`src/rtl/alu_pkg.sv`:
```
// Shared definitions for the ALU result stage.
// Opcodes, flag bit positions and the flag masking rule.
package alu_pkg;

    localparam int OP_W   = 4;
    localparam int FLAG_W = 4;

    localparam logic [OP_W-1:0] OP_ADD = 4'd0;
    localparam logic [OP_W-1:0] OP_SUB = 4'd1;
    localparam logic [OP_W-1:0] OP_AND = 4'd2;
    localparam logic [OP_W-1:0] OP_OR  = 4'd3;

    localparam int FLAG_C = 3;
    localparam int FLAG_Z = 2;
    localparam int FLAG_V = 1;
    localparam int FLAG_S = 0;

    typedef logic [FLAG_W-1:0] flags_t;

    // Carry and overflow only mean something for ADD and SUB.
    function automatic flags_t mask_flags(
        input logic [OP_W-1:0] op,
        input flags_t          f
    );
        flags_t m;
        m = f;
        if (op != OP_ADD && op != OP_SUB) begin
            m[FLAG_C] = 1'b0;
            m[FLAG_V] = 1'b0;
        end
        return m;
    endfunction

endpackage

```
`src/rtl/alu_sync_fifo.sv`:
```
// Small synchronous FIFO with a registered head entry.
// The head register holds its last value once the FIFO drains.
module alu_sync_fifo #(
    parameter int W     = 16,
    parameter int DEPTH = 4
) (
    input  logic                     clk,
    input  logic                     rst_n,
    input  logic                     push,
    input  logic                     pop,
    input  logic [W-1:0]             wdata,
    output logic [W-1:0]             rdata,
    output logic                     full,
    output logic                     empty,
    output logic [$clog2(DEPTH):0]   level
);

    localparam int AW = $clog2(DEPTH);
    localparam int LW = AW + 1;

    logic [W-1:0]  mem [DEPTH];
    logic [AW-1:0] wptr;
    logic [AW-1:0] rptr;
    logic [AW-1:0] rnext;
    logic [W-1:0]  head;
    logic [W-1:0]  head_nxt;
    logic          do_push;
    logic          do_pop;

    assign full    = (level == LW'(DEPTH));
    assign empty   = (level == '0);
    assign do_push = push && !full;
    assign do_pop  = pop && !empty;
    assign rnext   = rptr + AW'(1);
    assign rdata   = head;

    // Next head: the following stored entry, or the incoming one
    // when it is the only entry left after this cycle.
    always_comb begin
        head_nxt = head;
        if (do_pop) begin
            if (level > LW'(1)) begin
                head_nxt = mem[rnext];
            end else if (do_push) begin
                head_nxt = wdata;
            end
        end else if (empty && do_push) begin
            head_nxt = wdata;
        end
    end

    // Storage, pointers, occupancy and head register.
    always_ff @(posedge clk or negedge rst_n) begin
        if (!rst_n) begin
            for (int i = 0; i < DEPTH; i++) begin
                mem[i] <= '0;
            end
            wptr  <= '0;
            rptr  <= '0;
            level <= '0;
            head  <= '0;
        end else begin
            if (do_push) begin
                mem[wptr] <= wdata;
                wptr      <= wptr + AW'(1);
            end
            if (do_pop) begin
                rptr <= rnext;
            end
            unique case ({do_push, do_pop})
                2'b10:   level <= level + LW'(1);
                2'b01:   level <= level - LW'(1);
                default: level <= level;
            endcase
            head <= head_nxt;
        end
    end

endmodule

```
`src/rtl/alu_result_stage.sv`:
```
// Registered stage behind the ALU: masks flags, queues results,
// and tracks sticky flags plus a count of accepted operations.
module alu_result_stage
    import alu_pkg::*;
#(
    parameter int WIDTH = 8,
    parameter int DEPTH = 4,
    parameter int CNT_W = 16
) (
    input  logic                     clk,
    input  logic                     rst_n,
    input  logic                     in_valid,
    output logic                     in_ready,
    input  logic [OP_W-1:0]          in_opcode,
    input  logic [WIDTH-1:0]         in_result,
    input  logic                     in_carry,
    input  logic                     in_zero,
    input  logic                     in_overflow,
    input  logic                     in_sign,
    output logic                     out_valid,
    input  logic                     out_ready,
    output logic [OP_W-1:0]          out_opcode,
    output logic [WIDTH-1:0]         out_result,
    output logic [FLAG_W-1:0]        out_flags,
    output logic [FLAG_W-1:0]        sticky_flags,
    input  logic                     sticky_clr,
    output logic [$clog2(DEPTH):0]   level,
    output logic [CNT_W-1:0]         op_count
);

    localparam int PW = OP_W + WIDTH + FLAG_W;

    flags_t        raw_flags;
    flags_t        masked;
    logic          push;
    logic          pop;
    logic          full;
    logic          empty;
    logic [PW-1:0] wdata;
    logic [PW-1:0] rdata;

    // Gather the ALU flags into one vector and apply masking.
    always_comb begin
        raw_flags         = '0;
        raw_flags[FLAG_C] = in_carry;
        raw_flags[FLAG_Z] = in_zero;
        raw_flags[FLAG_V] = in_overflow;
        raw_flags[FLAG_S] = in_sign;
        masked            = mask_flags(in_opcode, raw_flags);
    end

    assign in_ready  = !full;
    assign out_valid = !empty;
    assign push      = in_valid && in_ready;
    assign pop       = out_valid && out_ready;
    assign wdata     = {in_opcode, in_result, masked};

    assign out_opcode = rdata[PW-1 -: OP_W];
    assign out_result = rdata[FLAG_W +: WIDTH];
    assign out_flags  = rdata[FLAG_W-1:0];

    alu_sync_fifo #(
        .W     (PW),
        .DEPTH (DEPTH)
    ) u_fifo (
        .clk   (clk),
        .rst_n (rst_n),
        .push  (push),
        .pop   (pop),
        .wdata (wdata),
        .rdata (rdata),
        .full  (full),
        .empty (empty),
        .level (level)
    );

    // Sticky flags accumulate accepted flags; clear wins over history only.
    always_ff @(posedge clk or negedge rst_n) begin
        if (!rst_n) begin
            sticky_flags <= '0;
        end else begin
            sticky_flags <= (sticky_clr ? '0 : sticky_flags)
                          | (push ? masked : '0);
        end
    end

    // Count accepted entries, wrapping naturally.
    always_ff @(posedge clk or negedge rst_n) begin
        if (!rst_n) begin
            op_count <= '0;
        end else if (push) begin
            op_count <= op_count + CNT_W'(1);
        end
    end

endmodule

```
`config.mk`:
```
export PLATFORM = sky130hd
export DESIGN_NAME = alu_result_stage
export DESIGN_NICKNAME = d
export VERILOG_FILES = /design/src/rtl/alu_pkg.sv /design/src/rtl/alu_sync_fifo.sv /design/src/rtl/alu_result_stage.sv
export SDC_FILE = /design/constraint.sdc
export NUM_CORES = 1
export LEC_CHECK = 0
export ABC_AREA = 1
export CORE_MARGIN = 4
export CORE_UTILIZATION = 52
export DETAILED_ROUTE_END_ITERATION = 6
export PLACE_DENSITY = 0.76
export RECOVER_POWER = 50
export SYNTH_ARGS = -nofsm -noshare
export SYNTH_HDL_FRONTEND = slang
export SYNTH_SLANG_ARGS = --single-unit
```
`constraint.sdc`:
```
create_clock -name clk -period 2.4 [get_ports clk]
set_input_delay 0.72 -clock clk [delete_from_list [all_inputs] [get_ports clk]]
set_output_delay 0.72 -clock clk [all_outputs]
set_load 0.005 [all_outputs]
```
==> metrics.csv <==
metric;value;unit
synth_xor_area_frac;0.0261;
rsz0062_at_grt;false;
synthSimpleGateAreaFrac;0.280;
drv_cap;0;
worst_ir_drop_vdd;0.000566;V
cts-buffers-inserted;9;
muxShareOfSynthArea;0;
synthCells;591;
cts_tree;built;
syn_to_final_growth;17.9;%
synth_top_area_frac;0.531;
stdcell_count;782;
drive_gt1_frac;0.0796;
tns;0;ns
crit_type;reg2out;
r2r-end;u_fifo.mem[38];
syn_avg_cell_area;8.53;um^2
hold_path.class;reg2reg;
grt_max_degree;108;
yosysUniqueCellTypes;26;
synth-seq-cells;107;
synth_fa_ha_area_frac;0.0248;
yosysWarnings;0;
p_per_area;1200;nW/um^2
status;finished, final reports clean;
grt_pass1_vias;3908;
cts.clk_slew.worst_paths;0.11;ns
r2r_cells;9;
core;9330;um^2
synth_compound_area_frac;0.0755;
ant_nets;0;
crit_chain;inv_1 > ha_4 > nand2_2 > clkdlybuf4s50_1;
rows;35;
wl_per_cell;14.1;um
crit_slowest_cell;clkdlybuf4s50_1;
insertion_delay;0.36;ns
die_y;106;um
yosysTopAreaCell;dfrtp_1;
start_util;0.540;
reg2reg_setup_slack;0.33;ns
track_usage;0.206;
drv_slew;0;
dp.cells;764;
gr-total-overflow;0;
worstReg2RegStart;u_fifo.level[1];
min_period;2.34;ns
drc_errors;0;
antenna_found_initial;0;
setup-violations-final;0;
portBuffers;61;
nFillCells;824;
start_kind;flip-flop;
slew_headroom;0.0320;
drt_first_iter_violations;281;
fin_nets;679;
synth_area_leaders;dfrtp_1 53%, nand2_1 15%, nand3_1 6.8%;
route.detailed.vias_per_inst;5.21;
h-tree-depth;3;
firstDrtPassIters;4;
fin_skew;0.0114;ns
dieArea;11300;um^2
crit_path_start;u_fifo.level[1];
endpoint;in_ready;
cts_sinks;107;
p_leak;2.87;nW
max_freq;428;MHz
worst_slack;0.0610;ns
hold_violations;0;
yosysSeqAreaShare;0.531;
place_ws;0.127;ns
synth_top_family_by_area;simple AND/OR/NAND/NOR gates;
dp_hpwl;7330;um
gp_congestion;0.801;
die_w;106;um
diodes;0;
hold_buffers;0;
crit_family;buffers and inverters;
clockBufferDepth;2;
synthesis.area;5040;um^2
dr_total_vias;4078;
arrival;1.62;ns
ios;62;
syn_nets;622;
drt_wl_total;11000;um
worst_ep_required_time;1.68;ns
root_buffer;clkbuf_8;
path_buf_inv;2;
cp_num_cells;4;
timing.final.crit_share;0.975;
worst_pin_slew;1.45;ns
grt_pass1_wl;18900;um
cpPeakStageDelay;0.51;ns
endpoint_kind;primary output;
cp_max_fo;3;
[state kept, by name, indices dropped and copies added, names as in the netlist]
name and cells:
u_fifo.mem 64, op_count 16, u_fifo.rdata 16, sticky_flags 4, u_fifo.level 3, u_fifo.rptr 2, u_fifo.wptr 2
[timing repair]
item                       4_1_cts  5_1_grt
resized for setup                0        2
setup buffers                    2        0
setup endpoints to repair        2        2
[worst reg2reg max path, stage by stage (launching register included)]
cell,delay [ns]
dfrtp_1,0.40
inv_1,0.15
ha_4,0.18
nand2_2,0.07
nand2_4,0.14
clkinvlp_2,0.35
nand2_2,0.14
clkbuf_4,0.37
nand2_1,0.10
o21ai_0,0.10
[metal layers]
layer | up-vias | wire (um) | track usage | share of wire
met5 | - | 0 | 0 | 0
met1 | 1958 | 5260 | 0.309 | 0.48
met2 | 121 | 5010 | 0.312 | 0.46
met4 | 0 | 98 | 0.0612 | 0.0089
li1 | 1989 | - | - | -
met3 | 10 | 634 | 0.0310 | 0.058
[report_power, final]
| group | leakage (nW) | switching (mW) | internal [mW] | total (mW) |
|---|---|---|---|---|
| Combinational | 1.42 | 1.73 | 1.26 | 2.99 |
| Clock | 0.0995 | 0.628 | 0.521 | 1.15 |
| Sequential | 1.35 | 0.459 | 2.52 | 2.98 |
| Total | 2.87 | 2.82 | 4.30 | 7.11 |
[metrics by stage]
step | hold slack [ns] | total power, mW | util | area (um^2)
finish | 0.495 | 7.11 | 0.637 | 5940
CTS | 0.445 | 7.13 | 0.639 | 5960
global route | 0.511 | 7.72 | 0.637 | 5940
floorplan | 0.424 | 4.95 | - | 5040
global placement | 0.466 | 5.83 | 0.615 | 5730
detailed placement | 0.473 | 5.96 | 0.615 | 5730
[how the worst min path moves through the flow]
stage,start,endpoint,slack [ns],cells past startpoint
after floorplan,rst_n,op_count[0],0.42,0
after CTS,rst_n,u_fifo.mem[58],0.45,2
after global placement,u_fifo.mem[47],u_fifo.mem[47],0.47,2
after global routing,u_fifo.mem[15],u_fifo.mem[15],0.51,2
final,u_fifo.mem[22],u_fifo.mem[22],0.49,2
after detailed placement,u_fifo.mem[22],u_fifo.mem[22],0.47,2
[cell usage in the layout, fill, tap and decap left out]
master           count
dlygate4sd3_1        4
nor2_1              16
nor2_4               2
o21ai_0             64
dfrtp_1            107
o22ai_1              4
o21ai_1              7
buf_4                7
xnor2_1              7
inv_2                1
xor2_1               8
nand2_4              2
clkbuf_8            10
nand4_1              1
nor3_1               2
clkinvlp_4           2
clkinvlp_2           1
nor2_8               3
nand2_1            208
inv_1               37
clkbuf_1             1
clkdlybuf4s50_1     56
clkbuf_4             3
ha_4                 1
inv_4                3
inv_6                2
nor2_2               1
nand3_1             69
ha_1                 9
nand3b_1             1
bufinv_16            1
clkinv_4             1
nand2_2             12
[final cells by class]
| type | count | area [um^2] | share of cell area |
|---|---|---|---|
| repair buffers | 71 | 679 | 0.114 |
| clock inverters | 6 | 71.3 | 0.0120 |
| multi-input cells | 417 | 2050 | 0.344 |
| inverters | 42 | 166 | 0.0280 |
| well taps | 129 | 161 | 0.0272 |
| clock buffers | 10 | 138 | 0.0232 |
| flip-flops and latches | 107 | 2680 | 0.451 |
[cells in the mapped netlist]
| master | count |
|---|---|
| o22ai_1 | 4 |
| buf_2 | 19 |
| nor2_4 | 2 |
| nor2_1 | 16 |
| nand2_4 | 2 |
| ha_1 | 10 |
| nand3_1 | 68 |
| nor3_2 | 1 |
| xor2_1 | 8 |
| inv_1 | 36 |
| inv_2 | 2 |
| nand4_1 | 1 |
| nand3_2 | 1 |
| xnor2_1 | 7 |
| inv_4 | 4 |
| nor2_8 | 3 |
| dfrtp_1 | 107 |
| nand3b_1 | 1 |
| o21ai_0 | 64 |
| nand2_1 | 207 |
| buf_6 | 2 |
| nor2_2 | 1 |
| o21ai_1 | 7 |
| nand2_2 | 13 |
| buf_4 | 4 |
| nor3_1 | 1 |
[cells by family (layout without fill, tap and decap cells)]
group,after synthesis,after routing
simple gates,317,317
flops,107,107
compound gates,75,75
buf+inv,67,129
xor+xnor,15,15
fa+ha+maj,10,10
No activity file was read; power rests on OpenSTA's default activity.
